==> src/rtl/spi_slave_fe_if.sv <==
// Pin/RAM-side signal bundle for the SPI slave front end.
// rx_valid is a one-cycle strobe with no backpressure; tx_valid is a one-cycle strobe sampled only while a read is pending.
interface spi_slave_fe_if #(
  parameter int WORD_W = 10
);
  logic              SS_n;
  logic              MOSI;
  logic              MISO;
  logic [WORD_W-1:0] rx_data;
  logic              rx_valid;
  logic [7:0]        tx_data;
  logic              tx_valid;
  logic              frame_err;

  modport slave (
    input  SS_n, MOSI, tx_data, tx_valid,
    output MISO, rx_data, rx_valid, frame_err
  );

  modport master (
    output SS_n, MOSI, tx_data, tx_valid,
    input  MISO, rx_data, rx_valid, frame_err
  );
endinterface

==> src/rtl/spi_slave_fe.sv <==
// SPI slave front end: deserialises 10-bit commands from MOSI and, for read-data
// opcodes, serialises the RAM's response byte onto MISO MSB first.
module spi_slave_fe #(
  parameter int WORD_W     = 10,
  parameter int RD_TIMEOUT = 4
) (
  input  logic             clk,
  input  logic             rst,
  spi_slave_fe_if.slave    bus,
  output logic [2:0]       o_state
);

  localparam int CW = $clog2(WORD_W + 1);
  localparam int TW = $clog2(RD_TIMEOUT + 1);

  typedef enum logic [2:0] {
    ST_IDLE    = 3'd0,
    ST_RECV    = 3'd1,
    ST_WAIT_RD = 3'd2,
    ST_SEND    = 3'd3,
    ST_DONE    = 3'd4
  } state_t;

  state_t              r_state,    w_state;
  logic [WORD_W-2:0]   r_shift,    w_shift;
  logic [CW-1:0]       r_bit_cnt,  w_bit_cnt;
  logic [TW-1:0]       r_wait_cnt, w_wait_cnt;
  logic [6:0]          r_tx_shift, w_tx_shift;
  logic [2:0]          r_send_cnt, w_send_cnt;
  logic                r_miso,     w_miso;
  logic [WORD_W-1:0]   r_rx_data,  w_rx_data;
  logic                r_rx_valid, w_rx_valid;
  logic                r_frame_err, w_frame_err;

  // Only the first WORD_W-1 bits need storage; the last bit goes straight into the word.
  logic [WORD_W-1:0]   w_word;
  logic [TW-1:0]       w_wait_inc;

  assign w_word     = {r_shift, bus.MOSI};
  assign w_wait_inc = r_wait_cnt + TW'(1);

  always_ff @(posedge clk) begin
    if (rst) begin
      r_state     <= ST_IDLE;
      r_shift     <= '0;
      r_bit_cnt   <= '0;
      r_wait_cnt  <= '0;
      r_tx_shift  <= '0;
      r_send_cnt  <= '0;
      r_miso      <= 1'b0;
      r_rx_data   <= '0;
      r_rx_valid  <= 1'b0;
      r_frame_err <= 1'b0;
    end else begin
      r_state     <= w_state;
      r_shift     <= w_shift;
      r_bit_cnt   <= w_bit_cnt;
      r_wait_cnt  <= w_wait_cnt;
      r_tx_shift  <= w_tx_shift;
      r_send_cnt  <= w_send_cnt;
      r_miso      <= w_miso;
      r_rx_data   <= w_rx_data;
      r_rx_valid  <= w_rx_valid;
      r_frame_err <= w_frame_err;
    end
  end

  always_comb begin
    w_state     = r_state;
    w_shift     = r_shift;
    w_bit_cnt   = r_bit_cnt;
    w_wait_cnt  = r_wait_cnt;
    w_tx_shift  = r_tx_shift;
    w_send_cnt  = r_send_cnt;
    w_miso      = r_miso;
    w_rx_data   = r_rx_data;
    w_rx_valid  = 1'b0;
    w_frame_err = 1'b0;

    case (r_state)
      ST_IDLE: begin
        if (!bus.SS_n) begin
          w_shift   = {{(WORD_W-2){1'b0}}, bus.MOSI};
          w_bit_cnt = CW'(1);
          w_state   = ST_RECV;
        end
      end

      ST_RECV: begin
        if (bus.SS_n) begin
          w_state     = ST_IDLE;
          w_miso      = 1'b0;
          w_frame_err = 1'b1;
        end else begin
          w_shift   = w_word[WORD_W-2:0];
          w_bit_cnt = r_bit_cnt + CW'(1);
          if (r_bit_cnt == CW'(WORD_W - 1)) begin
            w_rx_data  = w_word;
            w_rx_valid = 1'b1;
            w_wait_cnt = '0;
            w_state    = (w_word[WORD_W-1:WORD_W-2] == 2'b11) ? ST_WAIT_RD : ST_DONE;
          end
        end
      end

      ST_WAIT_RD: begin
        if (bus.SS_n) begin
          w_state     = ST_IDLE;
          w_miso      = 1'b0;
          w_frame_err = 1'b1;
        end else if (bus.tx_valid) begin
          w_tx_shift = bus.tx_data[6:0];
          w_miso     = bus.tx_data[7];
          w_send_cnt = '0;
          w_state    = ST_SEND;
        end else begin
          // Timeout fires on the edge where the counter reaches RD_TIMEOUT without a response.
          w_wait_cnt = w_wait_inc;
          if (w_wait_inc == TW'(RD_TIMEOUT)) begin
            w_frame_err = 1'b1;
            w_state     = ST_DONE;
          end
        end
      end

      ST_SEND: begin
        if (bus.SS_n) begin
          w_state     = ST_IDLE;
          w_miso      = 1'b0;
          w_frame_err = 1'b1;
        end else if (r_send_cnt == 3'd7) begin
          w_miso  = 1'b0;
          w_state = ST_DONE;
        end else begin
          w_miso     = r_tx_shift[6];
          w_tx_shift = {r_tx_shift[5:0], 1'b0};
          w_send_cnt = r_send_cnt + 3'd1;
        end
      end

      ST_DONE: begin
        if (bus.SS_n) w_state = ST_IDLE;
      end

      default: begin
        w_state = ST_IDLE;
        w_miso  = 1'b0;
      end
    endcase
  end

  assign bus.MISO      = r_miso;
  assign bus.rx_data   = r_rx_data;
  assign bus.rx_valid  = r_rx_valid;
  assign bus.frame_err = r_frame_err;
  assign o_state       = r_state;

endmodule

==> src/flat_wrapper.sv <==
// flat-port wrapper written by rule: the top's interface ports become plain ports
module spi_slave_fe_flat 
#(
  parameter int WORD_W     = 10,
  parameter int RD_TIMEOUT = 4
)
  (clk, rst, o_state, bus_SS_n, bus_MOSI, bus_tx_data, bus_tx_valid, bus_MISO, bus_rx_data, bus_rx_valid, bus_frame_err);
  spi_slave_fe_if #(.WORD_W(WORD_W)) bus_i ();
  input  logic clk;
  input  logic rst;
  output logic [2:0] o_state;
  input wire logic [$bits(bus_i.SS_n)-1:0] bus_SS_n;
  input wire logic [$bits(bus_i.MOSI)-1:0] bus_MOSI;
  input wire logic [$bits(bus_i.tx_data)-1:0] bus_tx_data;
  input wire logic [$bits(bus_i.tx_valid)-1:0] bus_tx_valid;
  output wire logic [$bits(bus_i.MISO)-1:0] bus_MISO;
  output wire logic [$bits(bus_i.rx_data)-1:0] bus_rx_data;
  output wire logic [$bits(bus_i.rx_valid)-1:0] bus_rx_valid;
  output wire logic [$bits(bus_i.frame_err)-1:0] bus_frame_err;
  assign bus_i.SS_n = bus_SS_n;
  assign bus_i.MOSI = bus_MOSI;
  assign bus_i.tx_data = bus_tx_data;
  assign bus_i.tx_valid = bus_tx_valid;
  assign bus_MISO = bus_i.MISO;
  assign bus_rx_data = bus_i.rx_data;
  assign bus_rx_valid = bus_i.rx_valid;
  assign bus_frame_err = bus_i.frame_err;
  spi_slave_fe #(.WORD_W(WORD_W), .RD_TIMEOUT(RD_TIMEOUT)) u_core (.clk(clk), .rst(rst), .bus(bus_i), .o_state(o_state));
endmodule
==> config.mk <==
export PLATFORM = sky130hd
export DESIGN_NAME = spi_slave_fe_flat
export DESIGN_NICKNAME = d
export VERILOG_FILES = /design/src/rtl/spi_slave_fe_if.sv /design/src/rtl/spi_slave_fe.sv /design/src/flat_wrapper.sv
export SDC_FILE = /design/constraint.sdc
export NUM_CORES = 1
export LEC_CHECK = 0
export CAP_MARGIN = 20
export CELL_PAD_IN_SITES_DETAIL_PLACEMENT = 0
export CELL_PAD_IN_SITES_GLOBAL_PLACEMENT = 1
export CORE_MARGIN = 4
export CORE_UTILIZATION = 38
export CTS_BUF_LIST = sky130_fd_sc_hd__clkbuf_8
export CTS_CLUSTER_DIAMETER = 60
export DETAILED_ROUTE_END_ITERATION = 8
export PLACE_DENSITY = 0.84
export SLEW_MARGIN = 20
export SYNTH_ARGS = -nofsm -noshare
export SYNTH_HDL_FRONTEND = slang
export SYNTH_SLANG_ARGS = --single-unit
export TNS_END_PERCENT = 10
==> constraint.sdc <==
create_clock -name clk -period 3.8 [get_ports clk]
set_input_delay 0.38 -clock clk [delete_from_list [all_inputs] [get_ports clk]]
set_output_delay 0.38 -clock clk [all_outputs]
set_load 0.02 [all_outputs]
Word-level counts from Yosys, hierarchy flattened
Index checks and enable logic that the tools add are counted.
{"block": "word_totals", "regBits": 42, "input_bits": 13, "out_inout_bits": 16}
{"block": "op_classes", "muxes": 44, "addsub": 3, "bitwise_logic": 3, "reduce_logical": 13, "eq_ne": 22}
{"operator": "3-bit 2-to-1 mux", "n": 18}
{"operator": "7-bit 2-to-1 mux", "n": 4}
{"operator": "9-bit 2-to-1 mux", "n": 2}
{"operator": "2-bit inequality test, second input constant", "n": 9}
{"operator": "9-bit case mux with 2 select lines", "n": 1}
{"operator": "3-bit case mux with 5 select lines", "n": 1}
{"operator": "5-bit AND reduction", "n": 3}
{"operator": "7-bit case mux with 2 select lines", "n": 1}
{"operator": "3-bit case mux with 2 select lines", "n": 2}
{"operator": "1-bit 2-to-1 mux", "n": 10}
{"operator": "3-bit == test, second input constant", "n": 3}
{"operator": "3-bit AND reduction", "n": 3}
{"operator": "4-bit 2-to-1 mux", "n": 2}
{"operator": "4-bit case mux with 2 select lines", "n": 1}
{"operator": "3-bit by 1-bit adder with 3-bit output, second input constant", "n": 2}
{"operator": "3-bit by 2-bit == test with 1-bit output, second input constant", "n": 2}
{"operator": "3-bit by 2-bit inequality test with 1-bit output, second input constant", "n": 2}
{"operator": "2-bit nonzero test", "n": 3}
{"operator": "4-bit by 1-bit adder with 4-bit output, second input constant", "n": 1}
{"operator": "4-bit == test, second input constant", "n": 1}
{"operator": "4-bit by 3-bit inequality test with 1-bit output, second input constant", "n": 1}
{"operator": "1-bit case mux with 4 select lines", "n": 1}
{"operator": "2-bit OR reduction", "n": 2}
{"operator": "3-bit by 1-bit == test with 1-bit output, second input constant", "n": 1}
{"operator": "7 further kinds", "n": 9}

Longest topological paths before layout
Gate-level depths: netlist (run 1).
{"block": "logic_depth", "ltp_word": 6, "depth_mapped": 7}

Worst setup path after synthesis (run 1)
Ideal clock, no wire load.
{"block": "synth_timing", "path_kind": "register to register", "startpoint": "register u_core.r_state[1] (netlist: u_core.o_state[1])", "endpoint": "register u_core.r_state[2] (netlist: u_core.o_state[2])", "slack_ns": 2.226, "n_path_buf": 0, "stages_incl_launch_ff": 5, "required_ns": 3.657, "arrival_time_ns": 1.431, "path_cell_list": "dfxtp_1 or3b_4 a211o_1 a31oi_1 a311oi_1"}
{"block": "synth_between", "elab_chain_cells": 3}
{"element": "start, declared", "line": "spi_slave_fe.sv:24", "text": "state_t r_state, w_state;"}
{"element": "start signal, assigned", "line": "spi_slave_fe.sv:55", "text": "r_state <= w_state;"}
{"element": "3-bit by 2-bit == test with 1-bit output (tied with other cells)", "line": "spi_slave_fe.sv:80", "text": "case (r_state)"}
{"element": "4-bit by 3-bit inequality test with 1-bit output (no source line) (tied with other cells)"}
{"element": "5-bit AND reduction (no source line)"}
Several ways; a longest one is shown, not always the timed one.
A chain may end at the register's enable or synchronous reset.

Worst setup path in the final report (run 1)
{"block": "layout_timing", "startpoint": "register u_core.r_state[0] (netlist: u_core.o_state[0])", "endpoint": "output port o_state[0]"}
{"element": "end, declared", "line": "flat_wrapper.sv:11", "text": "output logic [2:0] o_state;"}
No word-level cell between the ends.

==> results.cfg, run 1 <==
[floorplan]
die_w_um = 80.4
start_util_pct = 39.0
num_rows = 26
die_h_um = 80.4
core_area_mm2 = 0.00511
io_pins = 29
dieArea_mm2 = 0.00647

[placed_design]
place_ws_ps = 1210
portBuffers = 28
place_congestion = 0.742
hpwl_um = 2530
place_area_mm2 = 0.00228

[route]
detail-route-antenna-nets = 0
dr.pass1.iters = 5
drt-total-wl_um = 3840
viasPerCell = 4.99
drc_errors = 0
wl_per_cell_um = 12.1
drt_iter0_markers = 102
num_vias = 1577

[clock_network]
cts_htree_levels = 2
root_buffer = clkbuf_8
cts_buffer_depth = 2
cts_hold_buf = 0
cts-resized-gates = 0
cts.sink_count = 42
numCtsBuffers = 5
clk_latency_ps = 280
postCtsSetupRepairBufs = 0
clk_pin_slew_ps = 70
cts_tree = done

[power_and_ir_drop]
peakVddDrop_mv = 0.182
p_per_area_mw_per_mm2 = 342
p_leak_nw = 0.884
finalPower_uw = 810

[sta]
finalMaxSlewViolations = 0
maxSlewHeadroom_pct = 32.2
fin_hold_ws_ps = 475
rsz0062_at_grt = no
layout_min_cycle_time_ps = 2430
fmax_ghz = 0.412
setup_violations = 0
skew_ps = 6.87
worst_pin_slew_ps = 1020
setup_ws_ps = 1370
fin_setup_tns_ps = 0
finalCritPeriodShare_pct = 63.9
hold_viol_final = 0

[setup_path]
r2r-start = u_core.o_state[0]
cp.required_ps = 3420
crit_type = reg2out
critPathCaptureType = primary output
critPathMaxStageDelay_ps = 1000
crit_start = u_core.o_state[0]
crit_arrival_ps = 2050
cp_max_fo = 32
crit_chain = clkdlybuf4s50_1
timing.critical_path.max_delay_family = flip-flops
startpoint_type = flip-flop
worst-path-buf-inv = 1
slowest_stage = dfxtp_1

[finish]
postLayoutCellArea_mm2 = 0.00237
layout.nets = 264
layout-drive-gt1-share_pct = 8.54
area_growth_pct = 18.9
diodes = 0

[global_routing]
grt_pass1_wl_um = 6690
grt_max_degree = 43
gr-total-overflow = 0
antenna_found_initial = 0
first_global_vias = 1486
track_usage_pct = 13.0

[synth]
synth_top_area_share_pct = 42.2
synth_top_family_by_area = simple AND/OR/NAND/NOR gates
synth_warnings = 0
synth_nets = 246
async_flop_share_pct = 0
yosysSeqAreaShare_pct = 42.2
ys_ff_latch = 42
syn_area_mm2 = 0.00199
yosys.area.top_type = dfxtp_1
synth_ff_type = dfxtp_1
synth-edff-count = 0
synth_cells = 227
synthTopCellsByArea = dfxtp_1, nand2_1, a21oi_1
yosys-top-cells-count = dfxtp_1, nand2_1, a21oi_1
synth_compound_area_share_pct = 15.7
synth_mux_area_share_pct = 5.52
ys_types = 46
synth_area_per_cell_um2 = 8.79
post-synth-top-count-cell = dfxtp_1
synth-simple-area-share_pct = 27.4
synthAdderAreaFrac_pct = 3.76
synthXorXnorAreaFrac_pct = 0.439

[worst_hold_path]
min_from = u_core.r_send_cnt[2]
min_path_type = reg2reg

[outcome]
status = finished, final reports clean

[flow_run]
maxCapViolations = 0
[layout by cell type, fill, tap and decap left out, types with 2 or more instances in the layout]
cell type,Yosys,final
nor2_1,22,22
nand2_1,31,31
dfxtp_1,42,42
clkdlybuf4s50_1,0,28
o211ai_1,2,2
clkbuf_8,0,6
or3_1,2,2
a311oi_2,6,6
inv_1,3,4
and2_1,3,3
o21ai_0,2,2
mux2i_1,11,11
nor2b_1,2,2
nand3b_1,4,4
nand2b_1,5,5
ha_1,6,6
a21oi_1,23,23
nand4b_1,2,2
a31oi_1,3,3
nor3_1,3,3
nand3_1,14,14
[path summary, 6_finish.rpt]
kind / endpoint / slack (ps) / depth (start not counted)
worst max-delay path: o_state[0] / 1370 / 1
worst min-delay path: u_core.r_send_cnt[2] / 480 / 2
worst max register to register: u_core.r_tx_shift[5] / 1420 / 4
worst min register to register: u_core.r_send_cnt[2] / 480 / 2
[stage by stage]
step                      std cells  utilization [%]
final                           316             46.4
after global routing            316             46.4
after CTS                       316             46.4
after detailed placement        308             44.7
after global placement          308             44.7
after floorplan                 227                -
[area by class of cell]
type / instances / area (µm²)
Clock inverter: 2 / 8.76
Tap cell: 70 / 87.6
Sequential cell: 42 / 841
Clock buffer: 6 / 82.6
Multi-Input combinational cell: 164 / 1050
Inverter: 3 / 11.3
Timing Repair Buffer: 29 / 288
Fill cell: 512 / 2740
[state kept, by name, summed over array words and instances (netlist names)]
register and count:
u_core.bus.MISO 1, u_core.bus.frame_err 1, u_core.bus.rx_data 10, u_core.bus.rx_valid 1
u_core.o_state 3, u_core.r_bit_cnt 4, u_core.r_send_cnt 3, u_core.r_shift 9
u_core.r_tx_shift 7, u_core.r_wait_cnt 3
[worst reg2reg max path, delay by kind of cell, from the launching register on]
| kind | cells | cell delay (ps) |
|---|---|---|
| compound gates | 2 | 1040 |
| simple gates | 2 | 270 |
| flops | 1 | 1000 |
[cells by family after synthesis]
| group | Yosys count |
|---|---|
| buffers and inverters | 21 |
| AND/OR/NAND/NOR | 102 |
| multiplexers | 11 |
| AO/OA/AOI/OAI | 44 |
| flip-flops | 42 |
| adder cells (fa/ha/maj) | 6 |
| XOR/XNOR | 1 |
[routing by layer]
layer | global-route usage, % | wire (µm) | up-vias
met3 | 3.59 | 117 | 5
met5 | 0 | 0 | -
li1 | - | - | 833
met1 | 16.4 | 1910 | 718
met2 | 21.2 | 1760 | 21
met4 | 4.56 | 52 | 0
[where the power goes]
part	switching [mW]	internal [mW]	total [mW]
sequential	0.0141	0.444	0.458
combinational	0.0367	0.0307	0.0674
clock	0.141	0.144	0.285
total	0.192	0.619	0.810
No activity file was read; power rests on OpenSTA's default activity.
==> run 2: changes to the inputs <==
--- a/config.mk
+++ b/config.mk
@@ -13,7 +13,7 @@
 export CTS_BUF_LIST = sky130_fd_sc_hd__clkbuf_8
 export CTS_CLUSTER_DIAMETER = 60
 export DETAILED_ROUTE_END_ITERATION = 8
-export PLACE_DENSITY = 0.84
+export PLACE_DENSITY = 0.87
 export SLEW_MARGIN = 20
 export SYNTH_ARGS = -nofsm -noshare
 export SYNTH_HDL_FRONTEND = slang
==> constraint.sdc (replaced) <==
create_clock -name clk -period 2.2 [get_ports clk]
set_input_delay 0.22 -clock clk [delete_from_list [all_inputs] [get_ports clk]]
set_output_delay 0.22 -clock clk [all_outputs]
set_load 0.02 [all_outputs]
==> run 2 against run 1 <==
Compared with the run above: sequential share of layout area shrank 0.61 points; critical path depth did not move; cell count grew 1.6%; first-iteration DRC count is 3.9% higher; clock power rose by 79%; core utilization rose by 0.81 points; sequential power rose by 72%; register-to-register slack got worse by 1000 ps; final area rose by 1.7%.
==> results.cfg, run 2 (synthesis gave the netlist of run 1 again) <==
[sta]
finalCritPeriodShare_pct = 87.1
maxSlewHeadroom_pct = 61.4
finalMaxSlewViolations = 0
skew_ps = 4.59
worst_pin_slew_ps = 578
hold_viol_final = 0
fin_hold_ws_ps = 473
setup_violations = 0
fin_setup_tns_ps = 0
fmax_ghz = 0.522
layout_min_cycle_time_ps = 1920
rsz0062_at_grt = no

[clock_network]
postCtsSetupRepairBufs = 0
numCtsBuffers = 5
cts_tree = done
clk_pin_slew_ps = 80
cts-resized-gates = 0
root_buffer = clkbuf_8
cts_htree_levels = 2
cts_buffer_depth = 2
cts_hold_buf = 0
cts.sink_count = 42
clk_latency_ps = 290

[route]
drt_iter0_markers = 106
num_vias = 1628
wl_per_cell_um = 12.6
detail-route-antenna-nets = 0
dr.pass1.iters = 4
viasPerCell = 5.07
drt-total-wl_um = 4030
drc_errors = 0

[floorplan]
num_rows = 26
core_area_mm2 = 0.00511
die_w_um = 80.4
dieArea_mm2 = 0.00647
io_pins = 29
start_util_pct = 39.0
die_h_um = 80.4

[setup_path]
timing.critical_path.max_delay_family = buffers and inverters
critPathCaptureType = primary output
crit_type = reg2out
crit_chain = clkdlybuf4s50_1
cp_max_fo = 17
slowest_stage = clkdlybuf4s50_1
startpoint_type = flip-flop
cp.required_ps = 1980
crit_arrival_ps = 1700
critPathMaxStageDelay_ps = 710
worst-path-buf-inv = 1

[finish]
layout-drive-gt1-share_pct = 10.8
final_cells = 321
postLayoutCellArea_mm2 = 0.00241
largest_register_ffs = 10
area_growth_pct = 21.0
final_cell_mix = dfxtp_1, nand2_1, clkdlybuf4s50_1
layout.nets = 269
final_common_cell = dfxtp_1
diodes = 0

[power_and_ir_drop]
peakVddDrop_mv = 0.401
finalPower_mw = 1.43
p_per_area_mw_per_mm2 = 591
p_leak_nw = 0.904

[placed_design]
portBuffers = 28
place_area_mm2 = 0.00232
place_congestion = 0.764
hpwl_um = 2750
dp.cells = 313

[flow_run]
maxCapViolations = 0

[global_routing]
antenna_found_initial = 0
grt_pass1_wl_um = 6810
grt_max_degree = 43
first_global_vias = 1496
gr-total-overflow = 0
track_usage_pct = 13.1

[outcome]
status = finished, final reports clean

[worst_hold_path]
min_path_type = reg2reg
-- run 2: changes by cell type in the layout (fill, tap and decap cells not counted), sizes merged --
cell and change:
buf +5, clkinvlp +1, inv -1
-- run 2: per-stage QoR --
stage | util, % | setup WS [ps]
final | 47.3 | 284
after global routing | 47.3 | 167
after detailed placement | 45.4 | 259
after global placement | 45.4 | 369
after floorplan | - | 626
after CTS | 47.3 | 268
-- run 2: path summary, 6_finish.rpt --
kind	depth (start not counted)	end	slack [ps]	start
setup / recovery	1	o_state[1]	280	u_core.o_state[1]
setup reg to reg	5	u_core.r_tx_shift[1]	380	u_core.o_state[1]
hold reg to reg	2	u_core.r_shift[6]	470	u_core.r_shift[6]
hold / removal	2	u_core.r_shift[6]	470	u_core.r_shift[6]
-- run 2: final cells by class --
type,count,area [µm²]
inverter,3,11.3
clock buffer,6,82.6
sequential,42,841
fill,516,2690
clock inverter,2,12.5
multi-input combinational,164,1050
tap,70,87.6
timing repair buffer,34,325
-- run 2: per-layer routing --
metal | vias up | GRT usage [%] | share of wire (%)
li1 | 842 | - | -
met1 | 747 | 16.7 | 46
met2 | 35 | 21.4 | 47
met3 | 4 | 3.81 | 5.8
met4 | 0 | 3.55 | 0.72
met5 | - | 0 | 0
-- run 2: where the power goes --
group	switching, mW	internal, mW	leakage [nW]
sequential	0.0185	0.767	0.339
clock	0.258	0.252	0.0472
combinational	0.0710	0.0581	0.518
total	0.348	1.08	0.904
==> run 3: changes to the inputs <==
--- a/config.mk
+++ b/config.mk
@@ -14,7 +14,7 @@
 export CTS_CLUSTER_DIAMETER = 60
 export DETAILED_ROUTE_END_ITERATION = 8
 export PLACE_DENSITY = 0.87
-export SLEW_MARGIN = 20
+export SLEW_MARGIN = 15
 export SYNTH_ARGS = -nofsm -noshare
 export SYNTH_HDL_FRONTEND = slang
 export SYNTH_SLANG_ARGS = --single-unit
==> results of run 3 <==
The final DEF is identical to that of run 2; final timing and power are the same.
